## config.mk

```make
export PLATFORM = sky130hd
export DESIGN_NAME = matvec_engine
export DESIGN_NICKNAME = d
export VERILOG_FILES = /design/src/rtl/matvec_engine.sv
export SDC_FILE = /design/constraint.sdc
export NUM_CORES = 2
export LEC_CHECK = 0
export ABC_CLOCK_PERIOD_IN_PS = 13910
export CORE_MARGIN = 2
export CORE_UTILIZATION = 40
export DETAILED_ROUTE_END_ITERATION = 7
export PLACE_DENSITY = 0.61
export SYNTH_ARGS = -nofsm -noshare
export SYNTH_HDL_FRONTEND = slang
export SYNTH_SLANG_ARGS = --single-unit
```

## constraint.sdc

```tcl
create_clock -name clk -period 13.91 [get_ports clk]
set_clock_uncertainty 0.05 [all_clocks]
set_input_delay 2.0865 -clock clk [delete_from_list [all_inputs] [get_ports clk]]
set_output_delay 2.0865 -clock clk [all_outputs]
set_load 0.1 [all_outputs]
```

## src/rtl/matvec_engine.sv

```systemverilog
// matvec_engine: polls the MATVEC flag, computes C = A*B (+bias) through memory-map port B, writes C back and clears the flag.
module matvec_engine #(
  parameter int DATA_WIDTH    = 32,
  parameter int ADDR_WIDTH    = 32,
  parameter int ACC_WIDTH     = 80,
  parameter int POLL_INTERVAL = 16
) (
  input  logic                  clk,
  input  logic                  rst_n,
  input  logic                  enable,
  output logic [ADDR_WIDTH-1:0] mem_addr,
  output logic [DATA_WIDTH-1:0] mem_wdata,
  output logic                  mem_we,
  input  logic [DATA_WIDTH-1:0] mem_rdata,
  output logic                  busy,
  output logic                  done,
  output logic                  sat
);
  typedef enum logic [3:0] {
    S_IDLE, S_POLL, S_POLL_CHK, S_CFG, S_ROW_INIT, S_ROW_CAP,
    S_RD_A, S_RD_B, S_LAST_MAC, S_WR_C, S_CLR
  } state_t;
  localparam logic [31:0] POLL_LD = POLL_INTERVAL;
  localparam logic [ADDR_WIDTH-1:0] FLAG_ADDR = ADDR_WIDTH'(12'hB00);
  localparam logic signed [ACC_WIDTH-1:0] MAXV = ACC_WIDTH'({1'b0, {(DATA_WIDTH-1){1'b1}}});
  localparam logic signed [ACC_WIDTH-1:0] MINV = ~MAXV;
  state_t r_state, w_next;
  logic [31:0] r_poll;
  logic [2:0] r_cnt;
  logic [ADDR_WIDTH-1:0] r_a_base, r_b_base, r_c_base, r_bias_base, r_row_base;
  logic [15:0] r_m, r_n, r_i, r_j;
  logic [DATA_WIDTH-1:0] r_a;
  logic signed [ACC_WIDTH-1:0] r_acc, w_acc_mac;
  logic signed [2*DATA_WIDTH-1:0] w_prod;
  logic [ADDR_WIDTH-1:0] w_cfg_addr, w_rd_word;
  logic [DATA_WIDTH-1:0] w_sat_val;
  logic r_busy, r_done, r_sat, w_over, w_under;
  assign w_prod = $signed(r_a) * $signed(mem_rdata);
  assign w_acc_mac = r_acc + ACC_WIDTH'(w_prod);
  assign w_over = r_acc > MAXV;
  assign w_under = r_acc < MINV;
  assign w_sat_val = w_over ? {1'b0, {(DATA_WIDTH-1){1'b1}}} :
                     w_under ? {1'b1, {(DATA_WIDTH-1){1'b0}}} : r_acc[DATA_WIDTH-1:0];
  // descriptor words 0x300..0x700 step by 0x100; the bias base sits apart at 0xD00
  assign w_cfg_addr = (r_cnt == 3'd5) ? ADDR_WIDTH'(12'hD00) : ADDR_WIDTH'({r_cnt + 3'd3, 8'h00});
  assign w_rd_word = ADDR_WIDTH'(mem_rdata);
  assign busy = r_busy;
  assign done = r_done;
  assign sat = r_sat;
  always_comb begin
    w_next = r_state;
    mem_addr = '0;
    mem_wdata = '0;
    mem_we = 1'b0;
    case (r_state)
      S_IDLE: w_next = (enable && r_poll <= 32'd1) ? S_POLL : S_IDLE;
      S_POLL: begin
        mem_addr = FLAG_ADDR;
        w_next = S_POLL_CHK;
      end
      S_POLL_CHK: w_next = (mem_rdata != '0) ? S_CFG : S_IDLE;
      S_CFG: begin
        mem_addr = w_cfg_addr;
        w_next = (r_cnt != 3'd6) ? S_CFG : (r_m == 16'd0 || r_n == 16'd0) ? S_CLR : S_ROW_INIT;
      end
      S_ROW_INIT: begin
        mem_addr = r_bias_base + ADDR_WIDTH'(r_i);
        w_next = (r_bias_base != '0) ? S_ROW_CAP : S_RD_A;
      end
      S_ROW_CAP: w_next = S_RD_A;
      S_RD_A: begin
        mem_addr = r_a_base + r_row_base + ADDR_WIDTH'(r_j);
        w_next = S_RD_B;
      end
      S_RD_B: begin
        mem_addr = r_b_base + ADDR_WIDTH'(r_j);
        w_next = (r_j == r_n - 16'd1) ? S_LAST_MAC : S_RD_A;
      end
      S_LAST_MAC: w_next = S_WR_C;
      S_WR_C: begin
        mem_addr = r_c_base + ADDR_WIDTH'(r_i);
        mem_wdata = w_sat_val;
        mem_we = 1'b1;
        w_next = (r_i == r_m - 16'd1) ? S_CLR : S_ROW_INIT;
      end
      S_CLR: begin
        mem_addr = FLAG_ADDR;
        mem_we = 1'b1;
        w_next = S_IDLE;
      end
      default: w_next = S_IDLE;
    endcase
  end
  always_ff @(posedge clk) begin
    if (!rst_n) begin
      r_state <= S_IDLE;
      r_poll <= POLL_LD;
      r_cnt <= '0;
      r_a_base <= '0;
      r_b_base <= '0;
      r_c_base <= '0;
      r_bias_base <= '0;
      r_row_base <= '0;
      r_m <= '0;
      r_n <= '0;
      r_i <= '0;
      r_j <= '0;
      r_a <= '0;
      r_acc <= '0;
      r_busy <= 1'b0;
      r_done <= 1'b0;
      r_sat <= 1'b0;
    end else begin
      r_state <= w_next;
      r_done <= 1'b0;
      case (r_state)
        S_IDLE: if (enable && r_poll > 32'd1) r_poll <= r_poll - 32'd1;
        S_POLL_CHK: begin
          if (mem_rdata != '0) begin
            r_busy <= 1'b1;
            r_sat <= 1'b0;
            r_cnt <= '0;
          end else r_poll <= POLL_LD;
        end
        S_CFG: begin
          r_cnt <= r_cnt + 3'd1;
          r_i <= '0;
          r_row_base <= '0;
          if (r_cnt == 3'd1) r_a_base <= w_rd_word;
          if (r_cnt == 3'd2) r_b_base <= w_rd_word;
          if (r_cnt == 3'd3) r_c_base <= w_rd_word;
          if (r_cnt == 3'd4) r_m <= mem_rdata[15:0];
          if (r_cnt == 3'd5) r_n <= mem_rdata[15:0];
          if (r_cnt == 3'd6) r_bias_base <= w_rd_word;
        end
        S_ROW_INIT: begin
          r_j <= '0;
          r_acc <= '0;
        end
        S_ROW_CAP: r_acc <= ACC_WIDTH'($signed(mem_rdata));
        S_RD_A: if (r_j != 16'd0) r_acc <= w_acc_mac;
        S_RD_B: begin
          r_a <= mem_rdata;
          r_j <= r_j + 16'd1;
        end
        S_LAST_MAC: r_acc <= w_acc_mac;
        S_WR_C: begin
          r_sat <= r_sat | w_over | w_under;
          r_i <= r_i + 16'd1;
          r_row_base <= r_row_base + ADDR_WIDTH'(r_n);
        end
        S_CLR: begin
          r_busy <= 1'b0;
          r_done <= 1'b1;
          r_poll <= POLL_LD;
        end
        default: ;
      endcase
    end
  end
endmodule

```

## Yosys cells after proc, flatten, opt, wreduce, memory -nomap -nowiden

Cells that the tools add are included.

| cells by class | value |
|---|---|
| reduce and logical (&&, ||, !) cells | 29 |
| mux-type cells | 29 |
| multipliers | 1 |
| equality and inequality tests | 23 |
| bitwise gates (word level) | 2 |
| add/sub/neg operators | 14 |
| magnitude comparators | 4 |

Operator list:

| kind | count |
|---|---|
| one-hot mux 80 bit (4 select lines) | 1 |
| one-hot mux 32 bit (6 select lines) | 1 |
| adder 32 x 16 -> 32 bit | 5 |
| two-way mux 32 bit | 5 |
| one-hot mux 32 bit (3 select lines) | 1 |
| adder 80 x 64 -> 80 bit | 1 |
| greater-than comparator 80 x 32 -> 1 bit, second input constant | 1 |
| less-than comparator 80 x 32 -> 1 bit, second input constant | 1 |
| two-way mux 80 bit | 1 |
| multiplier 32 x 32 -> 64 bit | 1 |
| one-hot mux 16 bit (2 select lines) | 2 |
| one-hot mux 32 bit (2 select lines) | 1 |
| nonzero test 32 bit | 2 |
| one-hot mux 4 bit (10 select lines) | 1 |
| adder 16 x 1 -> 16 bit, second input constant | 2 |
| adder 32 bit | 1 |
| == test 16 bit | 2 |
| greater-than comparator 32 x 1 -> 1 bit, second input constant | 1 |
| less-or-equal comparator 32 x 1 -> 1 bit, second input constant | 1 |
| logical NOT 16 bit | 2 |
| subtractor 16 x 1 -> 16 bit, second input constant | 2 |
| subtractor 32 x 1 -> 32 bit, second input constant | 1 |
| AND reduction 2 bit | 10 |
| == test 4 x 3 -> 1 bit, second input constant | 4 |
| 27 further kinds | 52 |

| word-level totals | value |
|---|---|
| logic and storage cells | 119 |
| flip-flop bits (word level) | 378 |
| output and inout bits | 68 |
| bits of input ports | 35 |

## Longest topological paths before layout

| logic depth | value |
|---|---|
| depth in word-level cells | 5 |
| depth in mapped cells | 30 |
| mapped depth without buffers | 28 |

## Worst setup path before layout

No wires, ideal clock.

| path | value |
|---|---|
| path kind | input to register |
| start point | input mem_rdata[0] |
| end point | register r_acc[79] |
| stages | 27 |
| arrival time | 10.931 ns |
| path slack | 2.855 ns |
| buffers on the path | 2 |
| data required time | 13.786 ns |
| cell sequence | clkbuf_1 > nand2_1 > fa_1 > fa_1 > inv_1 > fa_1 > inv_1 > fa_1 > inv_1 > fa_1 > fa_1 > fa_1 > inv_1 > fa_1 > inv_1 > ha_1 > clkbuf_1 > a21oi_1 > o21ai_0 > a31oi_1 > o21ai_0 > a211oi_1 > o21ai_2 > a31oi_4 > o21ai_1 > or4_1 > a31oi_1 |

| between the ends | value |
|---|---|
| cells in the longest elaborated chain, start to end | 4 |

RTL lines:

| item | line | source |
|---|---|---|
| start: declaration | 14 | `input logic [DATA_WIDTH-1:0] mem_rdata,` |
| multiplier 32 x 32 -> 64 bit (*) | 38 | `assign w_prod = $signed(r_a) * $signed(mem_rdata);` |
| adder 80 x 64 -> 80 bit (*) | 39 | `assign w_acc_mac = r_acc + ACC_WIDTH'(w_prod);` |
| two-way mux 80 bit | 141 | `S_RD_A: if (r_j != 16'd0) r_acc <= w_acc_mac;` |
| one-hot mux 80 bit (4 select lines) (*) | 116 | `case (r_state)` |
| end signal: assignment | 140 | `S_ROW_CAP: r_acc <= ACC_WIDTH'($signed(mem_rdata));` |
| end signal: assignment | 141 |  |
| end signal: assignment | 146 | `S_LAST_MAC: r_acc <= w_acc_mac;` |
| end: declaration | 33 | `logic signed [ACC_WIDTH-1:0] r_acc, w_acc_mac;` |

Every way passes the cells marked *; elsewhere a longest branch is shown, timed or not. The select of a mux whose other input is x is not followed.
A chain may end at the register's enable or synchronous reset.

## Worst setup path after layout

| path | value |
|---|---|
| start point | input mem_rdata[16] |
| end point | register r_acc[79] |

Same word-level chain as after synthesis.

==> qor.csv <==
stage,metric,value,unit
finish,areaGrowthSynthToFinish,6.93,%
detailed_routing,drtPass1Iterations,6,
floorplanning,core_area,167000,µm²
logic_synthesis,syn_nets,9486,
logic_synthesis,synth_flop_cell,dfxtp_1,
critical_path,crit_top_cell,fa_1,
logic_synthesis,synth_warnings,0,
detailed_routing,drtIter0Drc,3542,
sta,finalSetupTns,0,ns
logic_synthesis,synth_cell_types,86,
grt,top_usage_layer,met2,
clock_tree,cts_tree,done,
detailed_routing,totalWireLength,201,mm
sta,fin_crit_sh,79.2,%
logic_synthesis,yosysTopAreaCell,fa_1,
finish,design_area,71800,µm²
grt,grtUsageTotal,24.1,%
clock_tree,clockRootBuffer,clkbuf_16,
logic_synthesis,synth_most_common_cell,inv_1,
power,peakVddDrop,0.0884,mV
clock_tree,cts.clk_slew.worst_paths,0.06,ns
logic_synthesis,syn_avg_cell_area,8.70,µm²
floorplanning,die_width,414,µm
clock_tree,holdBufCountCts,0,
sta,finalSetupViolations,0,
critical_path,crit_required,14.44,ns
grt,grt_max_degree,101,
finish,finalNetCount,9320,
sta,hold_viol,0,
power,total_power,2.95,mW
grt,met1_usage,31.2,%
floorplanning,rows,150,
clock_tree,htreeDepth,2,
power,p_leak,33.6,nW
sta,relSlewSlack,15.7,%
sta,period_needed,11.01,ns
grt,use_met3,3.77,%
detailed_routing,antenna_left,0,
logic_synthesis,synth.top_cell.area_share,40.8,%
logic_synthesis,ys_async_sr_fraction,0,%
placed_design,placed_cells,9712,
clock_tree,clock_path_buffers,3,
finish,final_core_util,43.0,%
finish,multi_input_area,52500,µm²
logic_synthesis,synthTopCellsByCount,"1487 x inv_1, 1368 x fa_1, 1260 x nand2_1, 446 x and2_1, 381 x clkbuf_1",
clock_tree,post_cts_buffers,0,
finish,instances_no_fill,9805,
floorplanning,die_area,171000,µm²
critical_path,cpPeakStageDelay,1.03,ns
logic_synthesis,synth-seq-area-share,11.3,%
floorplanning,initial_core_util,40.2,%
clock_tree,cts_resized,0,
worst_hold_path,hold_path.class,register to register,
sta,tightest_slew,1.26,ns
run,cap_violations,0,
finish,layout-drive-gt1-share,3.59,%
sta,max_freq,90.8,MHz
critical_path,crit_fanout,15,
logic_synthesis,ys_seq_elements,378,
critical_path,cp_data_arrival_time,11.55,ns
grt,antenna_found_initial,7,
placed_design,placed_cell_area,70100,µm²
grt,grt_pass1_vias,55100,
clock_tree,clk_latency,0.67,ns
status,status,"complete, no violations",
critical_path,r2r_slack,4.37,ns
floorplanning,die_h,414,µm
finish,seq_area,7570,µm²
placed_design,port_buffers,102,
critical_path,cp-start-kind,primary input,
sta,final_max_slew_viol_count,0,
placed_design,finalWeightedCongestion,0.979,
logic_synthesis,synth_edf_count,0,
grt,grt_use_met2,41.4,%
logic_synthesis,synth.area.top_cells,"fa_1 41%, dfxtp_1 11%, inv_1 8.3%",
detailed_routing,vias_per_cell,5.33,
logic_synthesis,synth_area,67200,µm²
placed_design,dp_hpwl,154,mm
sta,rsz0062_at_grt,no,
critical_path,critPathKind,primary input to register,
logic_synthesis,synth_cells,7724,
critical_path,critPathSlowestCell,fa_1,
clock_tree,cts_buffers,48,
floorplanning,ioPinCount,103,
detailed_routing,wl_per_cell,20.5,µm
clock_tree,clkSinkCount,378,
detailed_routing,drc,0,
critical_path,end_kind,register,
detailed_routing,vias,52300,
grt,grt_pass1_wl,321,mm
grt,grt-ovfl-total,0,
finish,final.fill_count,16400,
power,powerDensity,41.0,nW/µm²
state kept, by name, indices dropped and copies added, names as in the netlist:
name and count:
r_cnt 3, r_row_base 32, r_m 16, r_bias_base 32
r_a_base 32, r_acc 80, r_b_base 32, r_poll 32
r_state 4, r_a 32, busy 1, done 1
r_i 16, r_n 16, r_j 16, r_c_base 32
sat 1
where the power goes:
group | switching [mW] | leakage, nW | internal [mW]
registers | 0.0262 | 3.05 | 1.11
logic | 0.296 | 29.7 | 0.134
clock network | 0.570 | 0.844 | 0.813
total | 0.892 | 33.6 | 2.05
final timing paths:
path            startpoint     endpoint  depth (start not counted)
max          mem_rdata[16]    r_acc[79]                         27
min            r_c_base[9]  r_c_base[9]                          2
max reg2reg        r_a[31]    r_acc[79]                         26
min reg2reg    r_c_base[9]  r_c_base[9]                          2
cell usage in the layout, fill, tap and decap left out, types with 33 or more instances in the layout:
master / synthesis / layout
a21o_1: 60 / 60
clkbuf_16: 0 / 48
nand3_1: 92 / 92
dfxtp_1: 378 / 372
nor2_1: 193 / 190
a22oi_1: 56 / 56
nand2_1: 1260 / 1258
clkdlybuf4s50_1: 0 / 73
o21a_1: 33 / 33
a21boi_0: 210 / 209
nor2b_1: 62 / 62
xnor2_1: 167 / 167
nor3_1: 59 / 59
nand4_1: 66 / 66
fa_1: 1368 / 1368
o211ai_1: 37 / 37
and2_1: 446 / 446
ha_1: 359 / 359
xor2_1: 91 / 91
nor4_1: 49 / 49
o21ai_0: 213 / 213
inv_1: 1487 / 1483
buf_4: 0 / 101
a21oi_1: 270 / 270
critical path, delay by kind of cell:
kind	cells	cell delay, ns
AOI/OAI and AO/OA	7	1.17
adders and majority gates	9	5.23
buffers and inverters	7	1.80
and+or+nand+nor	4	1.19
layer usage:
layer / vias to the layer above / routed length, µm
met5: - / 0
met4: 0 / 7010
met2: 1769 / 98400
met1: 26700 / 82000
li1: 23400 / -
met3: 395 / 14100
logic make-up after synthesis:
| group | Yosys count | synth area share, % |
|---|---|---|
| muxes | 19 | 0.287 |
| and+or+nand+nor | 2365 | 16.6 |
| AOI/OAI and AO/OA | 1070 | 10.4 |
| xor gates and xnor gates | 258 | 3.36 |
| buffers and inverters | 1907 | 10.7 |
| DFF | 378 | 11.3 |
| adders and majority gates | 1727 | 47.5 |
final cells by class:
class	instances	area share [%]
flip-flops and latches	378	10.5
clock inverters	22	0.484
well taps	2204	3.84
repair buffers	204	2.29
inverters	1487	7.77
clock buffers	68	1.93
diodes	3	0.0105
multi-input cells	5439	73.1
stage by stage:
stage	setup slack, ns	hold slack, ns
2_1_floorplan	2.85	0.393
3_3_place_gp	1.87	0.401
3_5_place_dp	2.32	0.409
4_1_cts	3.05	0.418
5_1_grt	2.50	0.451
6_report	2.90	0.416
Note: power is estimated with default switching activity, not from simulation.
